## src/rtl/fetch_queue.sv

```systemverilog
// fetch_queue: instruction-fetch stage between the PC logic and decode.
// Issues in-order reads at the current PC and tags each read with its PC in a
// small circular reservation buffer. It presents {pc, inst} to decode over a
// valid/ready handshake. A redirect flushes the buffer, and any read still in
// flight is counted so that its response is discarded when it arrives.
// Optional build macro: FETCH_QUEUE_BYPASS_EN. When it is defined, a response
// that fills the unfilled head entry is forwarded to decode in the same cycle.
module fetch_queue #(
    parameter int unsigned DEPTH    = 2,
    parameter logic [31:0] NOP_INST = 32'hE1A00000
) (
    input  logic        clk,
    input  logic        reset,
    input  logic [31:0] pc,
    input  logic        redirect,
    output logic        pc_update,
    output logic        imem_req_valid,
    output logic [31:0] imem_req_addr,
    input  logic        imem_req_ready,
    input  logic        imem_resp_valid,
    input  logic [31:0] imem_resp_data,
    output logic        id_valid,
    output logic [31:0] id_inst,
    output logic [31:0] id_pc,
    input  logic        id_ready
);

    localparam int unsigned PW = $clog2(DEPTH);
    localparam int unsigned CW = PW + 1;

    // Per-entry control flags (reset) and payload (not reset)
    logic [DEPTH-1:0] alloc_q, alloc_d;
    logic [DEPTH-1:0] filled_q, filled_d;
    logic [31:0]      pc_q   [DEPTH];
    logic [31:0]      inst_q [DEPTH];

    logic [PW-1:0] head_q, head_d;
    logic [PW-1:0] aptr_q, aptr_d;
    logic [PW-1:0] fptr_q, fptr_d;
    logic [CW-1:0] count_q, count_d;
    logic [CW-1:0] drop_q, drop_d;

    logic          req_fire;
    logic          resp_keep;
    logic          resp_drop;
    logic          head_ready;
    logic          bypass;
    logic          id_fire;
    logic [CW-1:0] unfilled;

    // Request side: issue while there is room and no flush is in progress
    always_comb begin
        imem_req_valid = !reset && !redirect && (count_q < CW'(DEPTH));
        req_fire       = imem_req_valid && imem_req_ready;
        pc_update      = req_fire || (!reset && redirect);
        imem_req_addr  = pc;
    end

    // Response classification: stale responses from before a flush are dropped
    always_comb begin
        resp_keep = imem_resp_valid && (drop_q == '0);
        resp_drop = imem_resp_valid && (drop_q != '0);
    end

    // Decode side: head entry presentation, with the optional same-cycle forward
    always_comb begin
        // NOTE: every signal written here is given a default first, so that no path infers a latch.
        id_inst    = NOP_INST;
        id_pc      = '0;
        head_ready = alloc_q[head_q] && filled_q[head_q];
`ifdef FETCH_QUEUE_BYPASS_EN
        bypass     = resp_keep && alloc_q[head_q] && !filled_q[head_q] && (fptr_q == head_q);
`else
        bypass     = 1'b0;
`endif
        id_valid   = !reset && !redirect && (head_ready || bypass);
        id_fire    = id_valid && id_ready;
        if (id_valid) begin
            id_pc   = pc_q[head_q];
            id_inst = head_ready ? inst_q[head_q] : imem_resp_data;
        end
    end

    // Count allocated-but-unfilled entries; these become stale reads on a flush
    always_comb begin
        unfilled = '0;
        for (int i = 0; i < int'(DEPTH); i++) begin
            unfilled = unfilled + CW'(alloc_q[i] & ~filled_q[i]);
        end
    end

    // Next-state for flags, pointers, occupancy and the drop counter
    always_comb begin
        alloc_d  = alloc_q;
        filled_d = filled_q;
        head_d   = head_q;
        aptr_d   = aptr_q;
        fptr_d   = fptr_q;
        count_d  = count_q;
        drop_d   = drop_q;
        if (redirect) begin
            alloc_d  = '0;
            filled_d = '0;
            head_d   = '0;
            aptr_d   = '0;
            fptr_d   = '0;
            count_d  = '0;
            // A response arriving now retires one outstanding read, whether it
            // was already stale or belonged to an entry that is being flushed.
            drop_d   = drop_q + unfilled - CW'(imem_resp_valid);
        end else begin
            if (resp_drop) begin
                drop_d = drop_q - CW'(1);
            end
            if (resp_keep) begin
                filled_d[fptr_q] = 1'b1;
                fptr_d           = fptr_q + PW'(1);
            end
            // The head is freed after the fill, so a forwarded response leaves no trace.
            if (id_fire) begin
                alloc_d[head_q]  = 1'b0;
                filled_d[head_q] = 1'b0;
                head_d           = head_q + PW'(1);
            end
            if (req_fire) begin
                alloc_d[aptr_q]  = 1'b1;
                filled_d[aptr_q] = 1'b0;
                aptr_d           = aptr_q + PW'(1);
            end
            count_d = count_q + CW'(req_fire) - CW'(id_fire);
        end
    end

    // Control state register with asynchronous reset
    always_ff @(posedge clk or posedge reset) begin
        // NOTE: sequential state uses non-blocking assignments only, so every register samples pre-edge values.
        if (reset) begin
            alloc_q  <= '0;
            filled_q <= '0;
            head_q   <= '0;
            aptr_q   <= '0;
            fptr_q   <= '0;
            count_q  <= '0;
            drop_q   <= '0;
        end else begin
            alloc_q  <= alloc_d;
            filled_q <= filled_d;
            head_q   <= head_d;
            aptr_q   <= aptr_d;
            fptr_q   <= fptr_d;
            count_q  <= count_d;
            drop_q   <= drop_d;
        end
    end

    // Payload capture: PC tag on allocation, instruction word on fill
    always_ff @(posedge clk) begin
        // NOTE: the payload arrays are not reset. The alloc and filled flags gate every read, so stale contents are never observed.
        if (req_fire) begin
            pc_q[aptr_q] <= pc;
        end
        if (resp_keep && !redirect) begin
            inst_q[fptr_q] <= imem_resp_data;
        end
    end

endmodule

```

## config.mk

```make
export PLATFORM = sky130hd
export DESIGN_NAME = fetch_queue
export DESIGN_NICKNAME = d
export VERILOG_FILES = /design/src/rtl/fetch_queue.sv
export SDC_FILE = /design/constraint.sdc
export NUM_CORES = 1
export LEC_CHECK = 0
export CORE_MARGIN = 5
export CORE_UTILIZATION = 55
export DETAILED_ROUTE_END_ITERATION = 10
export DONT_BUFFER_PORTS = 1
export PLACE_DENSITY = 0.7
export SYNTH_ARGS = -nofsm -noshare
export SYNTH_HDL_FRONTEND = slang
export SYNTH_SLANG_ARGS = --single-unit
```

## constraint.sdc

```tcl
create_clock -name clk -period 4.5 [get_ports clk]
set_clock_uncertainty 0.05 [all_clocks]
set_input_delay 0.9 -clock clk [delete_from_list [all_inputs] [get_ports clk]]
set_output_delay 0.9 -clock clk [all_outputs]
set_load 0.005 [all_outputs]
```

After elaboration in Yosys (flattened, before gate mapping)
Memory sizes are Yosys's and may differ from the RTL's.
Index checks and enable logic that the tools add are counted.
Word-level totals
  memory bits (writable): 128
  bits in registers: 11
  input bits: 70
  memories: 2
Cells by class
  reduce and logical (&&, ||, !) cells: 22
  multiplexer cells: 36
  bitwise operators: 11
  magnitude comparators: 7
  add/subtract/negate cells: 9
Memories
  inst_q: words 2, bits a word 32, rd ports 1, clocked after Yosys merged registers in 0, wr ports 1, line 35  | logic [31:0] inst_q [DEPTH];
  pc_q: words 2, bits a word 32, rd ports 1, clocked after Yosys merged registers in 0, wr ports 1, line 34  | logic [31:0] pc_q [DEPTH];
Operators with widths (number)
  $mux W32: 3
  $mux W2: 13
  $mux W1: 17
  $logic_and A1 B1 Y1: 13
  $reduce_bool A2 Y1: 5
  $and A2 B2 Y2: 3
  $lt A1 B2 Y1 const B: 3
  $add A2 B2 Y2: 2
  $and A1 B2 Y2: 2
  $not A1 Y2: 2
  $not A2 Y2: 2
  $or A2 B2 Y2: 2
  $sub A2 B1 Y2: 2
  $add A1 B1 Y1 const B: 3
  $demux W1 S1: 3
  $ge A1 B1 Y1 const B: 3
  $add A2 B1 Y2: 1
  $logic_not A1 Y1: 2
  $logic_not A2 Y1: 1
  $lt A2 B2 Y1 const B: 1
  $sub A2 B1 Y2 const B: 1
  $logic_or A1 B1 Y1: 1

Longest topological paths before layout
Gate-level depths: netlist of run 1.
  depth after elaboration: 13
  mapped depth: 10
  gate-level depth less buffers: 9

Worst setup path before layout of run 1
Ideal clock, no wire load.
  path kind: input port to flip-flop
  from: input port redirect
  to: memory inst_q[1][0] (enable)
  required time: 3.989 ns
  stages: 2
  setup time: 0.461 ns
  arrival time: 3.354 ns
  setup slack: 0.635 ns
  buffers on the path: 1
  cell sequence: clkbuf_1 -> nor3_1
Between the ends
  cells in the longest elaborated chain, start to end: 4
Ends and longest elaborated chain
  start: declaration: line 15  | input logic redirect,
  $logic_not A1 Y1: line 162  | if (resp_keep && !redirect) begin
  $logic_and A1 B1 Y1: line 162
  $mux W1: line 162
  $mux W1 (not written as such): line 163  | inst_q[fptr_q] <= imem_resp_data;
  end: declaration: line 35
Every way passes these cells.

Worst setup path after layout of run 1
  from: register head_q
  to: output port id_inst[20]
Between the ends
  cells in the longest elaborated chain, start to end: 5
  elaborated cells between the ends (all ways): 9
  those cells by class: mux: 6; reduce/logical: 2; memory: 1
Ends and longest elaborated chain
  start: declaration: line 37  | logic [PW-1:0] head_q, head_d;
  start signal: assignment: line 140  | head_q <= '0;
  start signal: assignment: line 148  | head_q <= head_d;
  $mux W1 (not written as such) (2 in series): line 70  | head_ready = alloc_q[head_q] && filled_q[head_q];
  $logic_and A1 B1 Y1: line 70
  $mux W32 / $logic_and A1 B1 Y1 (equally long branches): line 80, 76
  $mux W32 *: line 78  | if (id_valid) begin
  end: declaration: line 23  | output logic [31:0] id_inst,
Every way passes the cells marked *; elsewhere a longest branch is shown, timed or not. The select of a mux whose other input is x is not followed.

==> flow_summary.json, run 1 <==
{
  "whs_ps": 240,
  "layout.nets": 427,
  "cp-end-kind": "output pin",
  "synth.top_cell.area_share": 0.671,
  "antenna_found_initial": 0,
  "status": "complete, no violations",
  "leakage_nw": 2.04,
  "grt_overflow": 0,
  "finalWirelength_um": 9570,
  "critPathLaunchType": "flop",
  "ir_drop_mv": 0.290,
  "drc": 0,
  "die_h_um": 112,
  "cts_root_buf": "clkbuf_8",
  "hold_viol_final": 0,
  "hp-class": "in -> async",
  "period_needed_ps": 3350,
  "cts.hold.buffers_added": 0,
  "clk_pin_slew_ps": 60,
  "drtIter0Drc": 122,
  "netlist_area_mm2": 0.00573,
  "die_area_mm2": 0.0126,
  "cts_tree": "done",
  "ant_nets": 0,
  "comb_power_share": 0.050,
  "drive_above_1_share": 0.112,
  "setup_viol": 0,
  "grt_max_degree": 59,
  "grt_util_all_layers": 0.161,
  "fmaxAchievable_ghz": 0.298,
  "synth_nets": 450,
  "coreArea_mm2": 0.0102,
  "io_pins": 169,
  "p_int_w": 0.00255,
  "fp.dieW_um": 112,
  "power.share.clock": 0.471,
  "switching_share": 0.188,
  "syn_area_per_cell_um2": 15.3,
  "fin_ws_ps": 1150,
  "cp.required_ps": 3550,
  "pwr_density_cell_mw_per_mm2": 500,
  "start_util": 0.560,
  "p_switching_w": 0.000590,
  "htreeDepth": 4,
  "yosysWarnings": 0,
  "netlist_instances": 375,
  "ys_types": 32,
  "dr_total_vias": 2711,
  "slew_viol_final": 0,
  "cts_buffer_depth": 2,
  "port_buffers": 0,
  "ys_seq_area_frac": 0.719,
  "place_ws_ps": 1550,
  "slew_headroom": 0.341,
  "synthTopCellsByArea": "edfxtp_1 (67%), mux2i_1 (11%), dfrtp_1 (4.8%)",
  "fin_tns_setup_ps": 0,
  "crit_type": "reg -> out",
  "area_growth_syn_to_layout_pct": 9.63,
  "synth_edf_count": 128,
  "synthFlopType": "edfxtp_1",
  "seq_power_share": 0.478,
  "grt_pass1_vias": 2913,
  "fin_crit_sh": 0.745,
  "diodes": 0,
  "wire_per_inst_um": 19.1,
  "viasPerCell": 5.41,
  "ys_ff_latch": 139,
  "clk_latency_ps": 500,
  "netlist_top_cells_count": "edfxtp_1 (128), mux2i_1 (65), nor2_1 (63)",
  "drv_cap": 0,
  "detailed_place_hpwl_um": 6210,
  "async_flop_share": 0.0791,
  "clkSinkCount": 139,
  "synth_top_area_cell": "edfxtp_1",
  "grt_pass1_wl_um": 15400,
  "postCtsSetupRepairBufs": 0,
  "rsz0062_at_grt": "no",
  "cts_made_buffers": 17,
  "routabilityCongestion": 0.730,
  "rows": 37,
  "tightest_slew_ps": 985,
  "cp.arrival_ps": 2400,
  "yosysMostFrequentCell": "edfxtp_1",
  "cts-resized-gates": 0,
  "critical_path.max_fanout": 58,
  "dr.pass1.iters": 4
}
[state kept, by name, indices dropped and copies added, names as in the netlist]
signal,flops
alloc_q,2
drop_q,2
inst_q,64
pc_q,64
filled_q,2
fptr_q,1
count_q,2
head_q,1
aptr_q,1
[area by class of cell]
class | count | area (um^2)
timing repair buffer | 5 | 37.5
clock inverter | 13 | 223
multi-input combinational | 180 | 1270
inverter | 9 | 33.8
clock buffer | 19 | 422
fill | 756 | 3950
tap | 136 | 170
sequential | 139 | 4120
[power groups by stage]
stage | clock [W] | combinational (W) | sequential, W
after floorplan | 0 | 0.000151 | 0.00152
after global placement | 0 | 0.000153 | 0.00153
after detailed placement | 0 | 0.000159 | 0.00153
after CTS | 0.00151 | 0.000164 | 0.00150
after global routing | 0.00159 | 0.000180 | 0.00151
final | 0.00148 | 0.000158 | 0.00150
[logic make-up after synthesis]
family,count (synthesis),synth area share
compound gates,12,0.0127
fa+ha+maj,5,0.0122
flops,139,0.719
buf+inv,56,0.0622
mux,65,0.114
xor+xnor,7,0.0107
simple gates,91,0.0697
[cell usage in the layout (no fill, tap or decap), types with 5 or more instances in the layout]
cell type    n
buf_4        5
inv_1        8
xnor2_1      6
dfrtp_1     10
edfxtp_1   128
nand2_1     10
nor2_1      62
bufinv_16    6
nand2b_1     5
clkbuf_16   16
mux2i_1     65
[metal layers]
metal | vias to the layer above | routed length, um | GRT usage
met4 | 0 | 92 | 0.0593
met2 | 113 | 4790 | 0.268
met5 | - | 0 | 0
met1 | 1318 | 3700 | 0.180
li1 | 1272 | - | -
met3 | 8 | 983 | 0.0787
[final timing paths]
check,startpoint,to,slack (ps),cells past startpoint
worst max-delay path,head_q$_DFFE_PP0P_,id_inst[20],1150,4
worst min-delay path,reset,count_q[1]$_DFF_PP0_,240,1
worst max register to register,head_q$_DFFE_PP0P_,count_q[1]$_DFF_PP0_,2010,9
worst min register to register,alloc_q[1]$_DFF_PP0_,alloc_q[1]$_DFF_PP0_,540,2
max in group asynchronous,reset,head_q$_DFFE_PP0P_,3820,1
min in group clk,redirect,count_q[0]$_DFF_PP0_,410,1
[worst max-delay path: stages, from the launching register on]
cell and delay [ps]:
dfrtp_4 730, nand3_1 170, a211o_2 380, buf_4 290
nor2_1 260
[metrics by stage]
stage                     instances   util  total power (W)  instance area [um^2]
after floorplan                 375      -          0.00168                  5730
after global placement          469  0.551          0.00168                  5640
after detailed placement        469  0.551          0.00169                  5640
after CTS                       501  0.614          0.00318                  6280
after global routing            501  0.614          0.00328                  6280
final                           501  0.614          0.00314                  6280
Note: power is estimated with default switching activity, not from simulation.
==> run 2, diff against run 1 <==
==> constraint.sdc (replaced) <==
create_clock -name clk -period 3.3 [get_ports clk]
set_clock_uncertainty 0.05 [all_clocks]
set_input_delay 0.66 -clock clk [delete_from_list [all_inputs] [get_ports clk]]
set_output_delay 0.66 -clock clk [all_outputs]
set_load 0.005 [all_outputs]
==> flow_summary.json, run 2 (same netlist as run 1, synthesis figures left out) <==
{
  "status": "complete, no violations",
  "drive_above_1_share": 0.125,
  "detailed_place_hpwl_um": 6420,
  "rows": 37,
  "area_growth_syn_to_layout_pct": 9.37,
  "io_pins": 169,
  "port_buffers": 0,
  "cts_buffer_depth": 2,
  "critical_path.max_fanout": 36,
  "cts_tree": "done",
  "drtIter0Drc": 139,
  "top_layer": "met4",
  "seqCellArea_mm2": 0.00412,
  "dr.pass1.iters": 4,
  "finalWirelength_um": 9810,
  "coreArea_mm2": 0.0102,
  "diodes": 0,
  "final_common_cell": "edfxtp_1",
  "layout.nets": 430,
  "grt_util_all_layers": 0.161,
  "routabilityCongestion": 0.778,
  "drv_cap": 0,
  "postCtsSetupRepairBufs": 0,
  "cts_made_buffers": 17,
  "cts-resized-gates": 0,
  "dr_total_vias": 2715,
  "cp.required_ps": 2590,
  "wl_met2_um": 4760,
  "fp.dieW_um": 112,
  "pwr_density_cell_mw_per_mm2": 664,
  "antenna_found_initial": 0,
  "start_util": 0.560,
  "tightest_slew_ps": 567,
  "final_core_util": 0.612,
  "hold_viol_final": 0,
  "cts_root_buf": "clkbuf_8",
  "place_area_mm2": 0.00565,
  "clk_latency_ps": 500,
  "slew_viol_final": 0,
  "clkSinkCount": 139,
  "ant_nets": 0,
  "viasPerCell": 5.39,
  "wire_per_inst_um": 19.5,
  "grt_max_degree": 37,
  "grt_pass1_wl_um": 15400,
  "setup_viol": 0,
  "rrSetupSlack_ps": 720,
  "hold_depth": 1,
  "leakage_nw": 2.03,
  "cp.arrival_ps": 2250,
  "drc": 0,
  "fin_area_mm2": 0.00627,
  "r2r_cells": 9,
  "die_h_um": 112,
  "r2r-start": "head_q$_DFFE_PP0P_",
  "fmaxAchievable_ghz": 0.337,
  "period_needed_ps": 2960,
  "timing.rr.end": "count_q[1]$_DFF_PP0_",
  "slew_headroom": 0.622,
  "holdCritStartpoint": "redirect",
  "power.total_w": 0.00416,
  "mostFrequentLayoutCells": "edfxtp_1 (128), mux2i_1 (65), nor2_1 (62), clkbuf_16 (16)",
  "htreeDepth": 4,
  "die_area_mm2": 0.0126,
  "nFillCells": 784,
  "critPathLaunchType": "flop",
  "fin_crit_sh": 0.898,
  "hp-class": "in -> reg",
  "ir_drop_mv": 0.480,
  "grt_pass1_vias": 2888,
  "fin_tns_setup_ps": 0,
  "cp-end-kind": "output pin",
  "multi_input_area_mm2": 0.00127,
  "cts.hold.buffers_added": 1,
  "grt_overflow": 0,
  "clk_pin_slew_ps": 60,
  "largestRegisters": "inst_q (64), pc_q (64)",
  "crit_type": "reg -> out",
  "routed-wl-met3_um": 1150,
  "min_to": "head_q$_DFFE_PP0P_",
  "drt-met1-wl_um": 3770,
  "rsz0062_at_grt": "no"
}
-- run 2: changes by cell type in the layout (fill, tap and decap cells not counted), sizes merged --
cell,delta
clkbuf,-2
bufinv,-3
inv,+4
buf,+2
clkinv,+1
dlygate4sd3,+1
-- run 2: worst max-delay path, stage by stage (launching register included) --
cell	delay, ps
dfrtp_4	500
nand3b_4	170
a211o_2	500
buf_4	340
nor2_1	230
-- run 2: worst max-delay path by stage --
stage                             endpoint  depth (start not counted)          startpoint
finish                         id_inst[18]                          4  head_q$_DFFE_PP0P_
global route                   id_inst[14]                          4  head_q$_DFFE_PP0P_
CTS                             id_inst[2]                          4  head_q$_DFFE_PP0P_
detailed placement    count_q[1]$_DFF_PP0_                          8            redirect
global placement      count_q[1]$_DFF_PP0_                          8            redirect
floorplan           inst_q[1][0]$_DFFE_PP_                          2            redirect
-- run 2: where the power goes --
| part | leakage [nW] | switching, W | internal [W] |
|---|---|---|---|
| Combinational | 0.436 | 0.000128 | 0.0000898 |
| Clock | 0.294 | 0.000725 | 0.00117 |
| Sequential | 1.30 | 0.0000307 | 0.00202 |
-- run 2: layout make-up --
| cell class | count | share of cell area |
|---|---|---|
| sequential | 139 | 0.658 |
| multi-input combinational | 180 | 0.203 |
| clock buffer | 17 | 0.0661 |
| clock inverter | 15 | 0.0304 |
| tap | 136 | 0.0272 |
| timing repair buffer | 8 | 0.00998 |
| inverter | 9 | 0.00539 |
-- run 2: per-stage QoR --
stage | std cells | hold WS, ps | setup slack, ps
global placement | 471 | 519 | 766
floorplan | 375 | 462 | -325
detailed placement | 471 | 522 | 682
finish | 504 | 167 | 337
global route | 504 | 131 | 199
CTS | 504 | 137 | 281
-- run 2: per-layer routing --
layer,track usage,up-vias
met5,0,-
li1,-,1281
met1,0.183,1294
met4,0.0633,0
met2,0.257,127
met3,0.0879,13
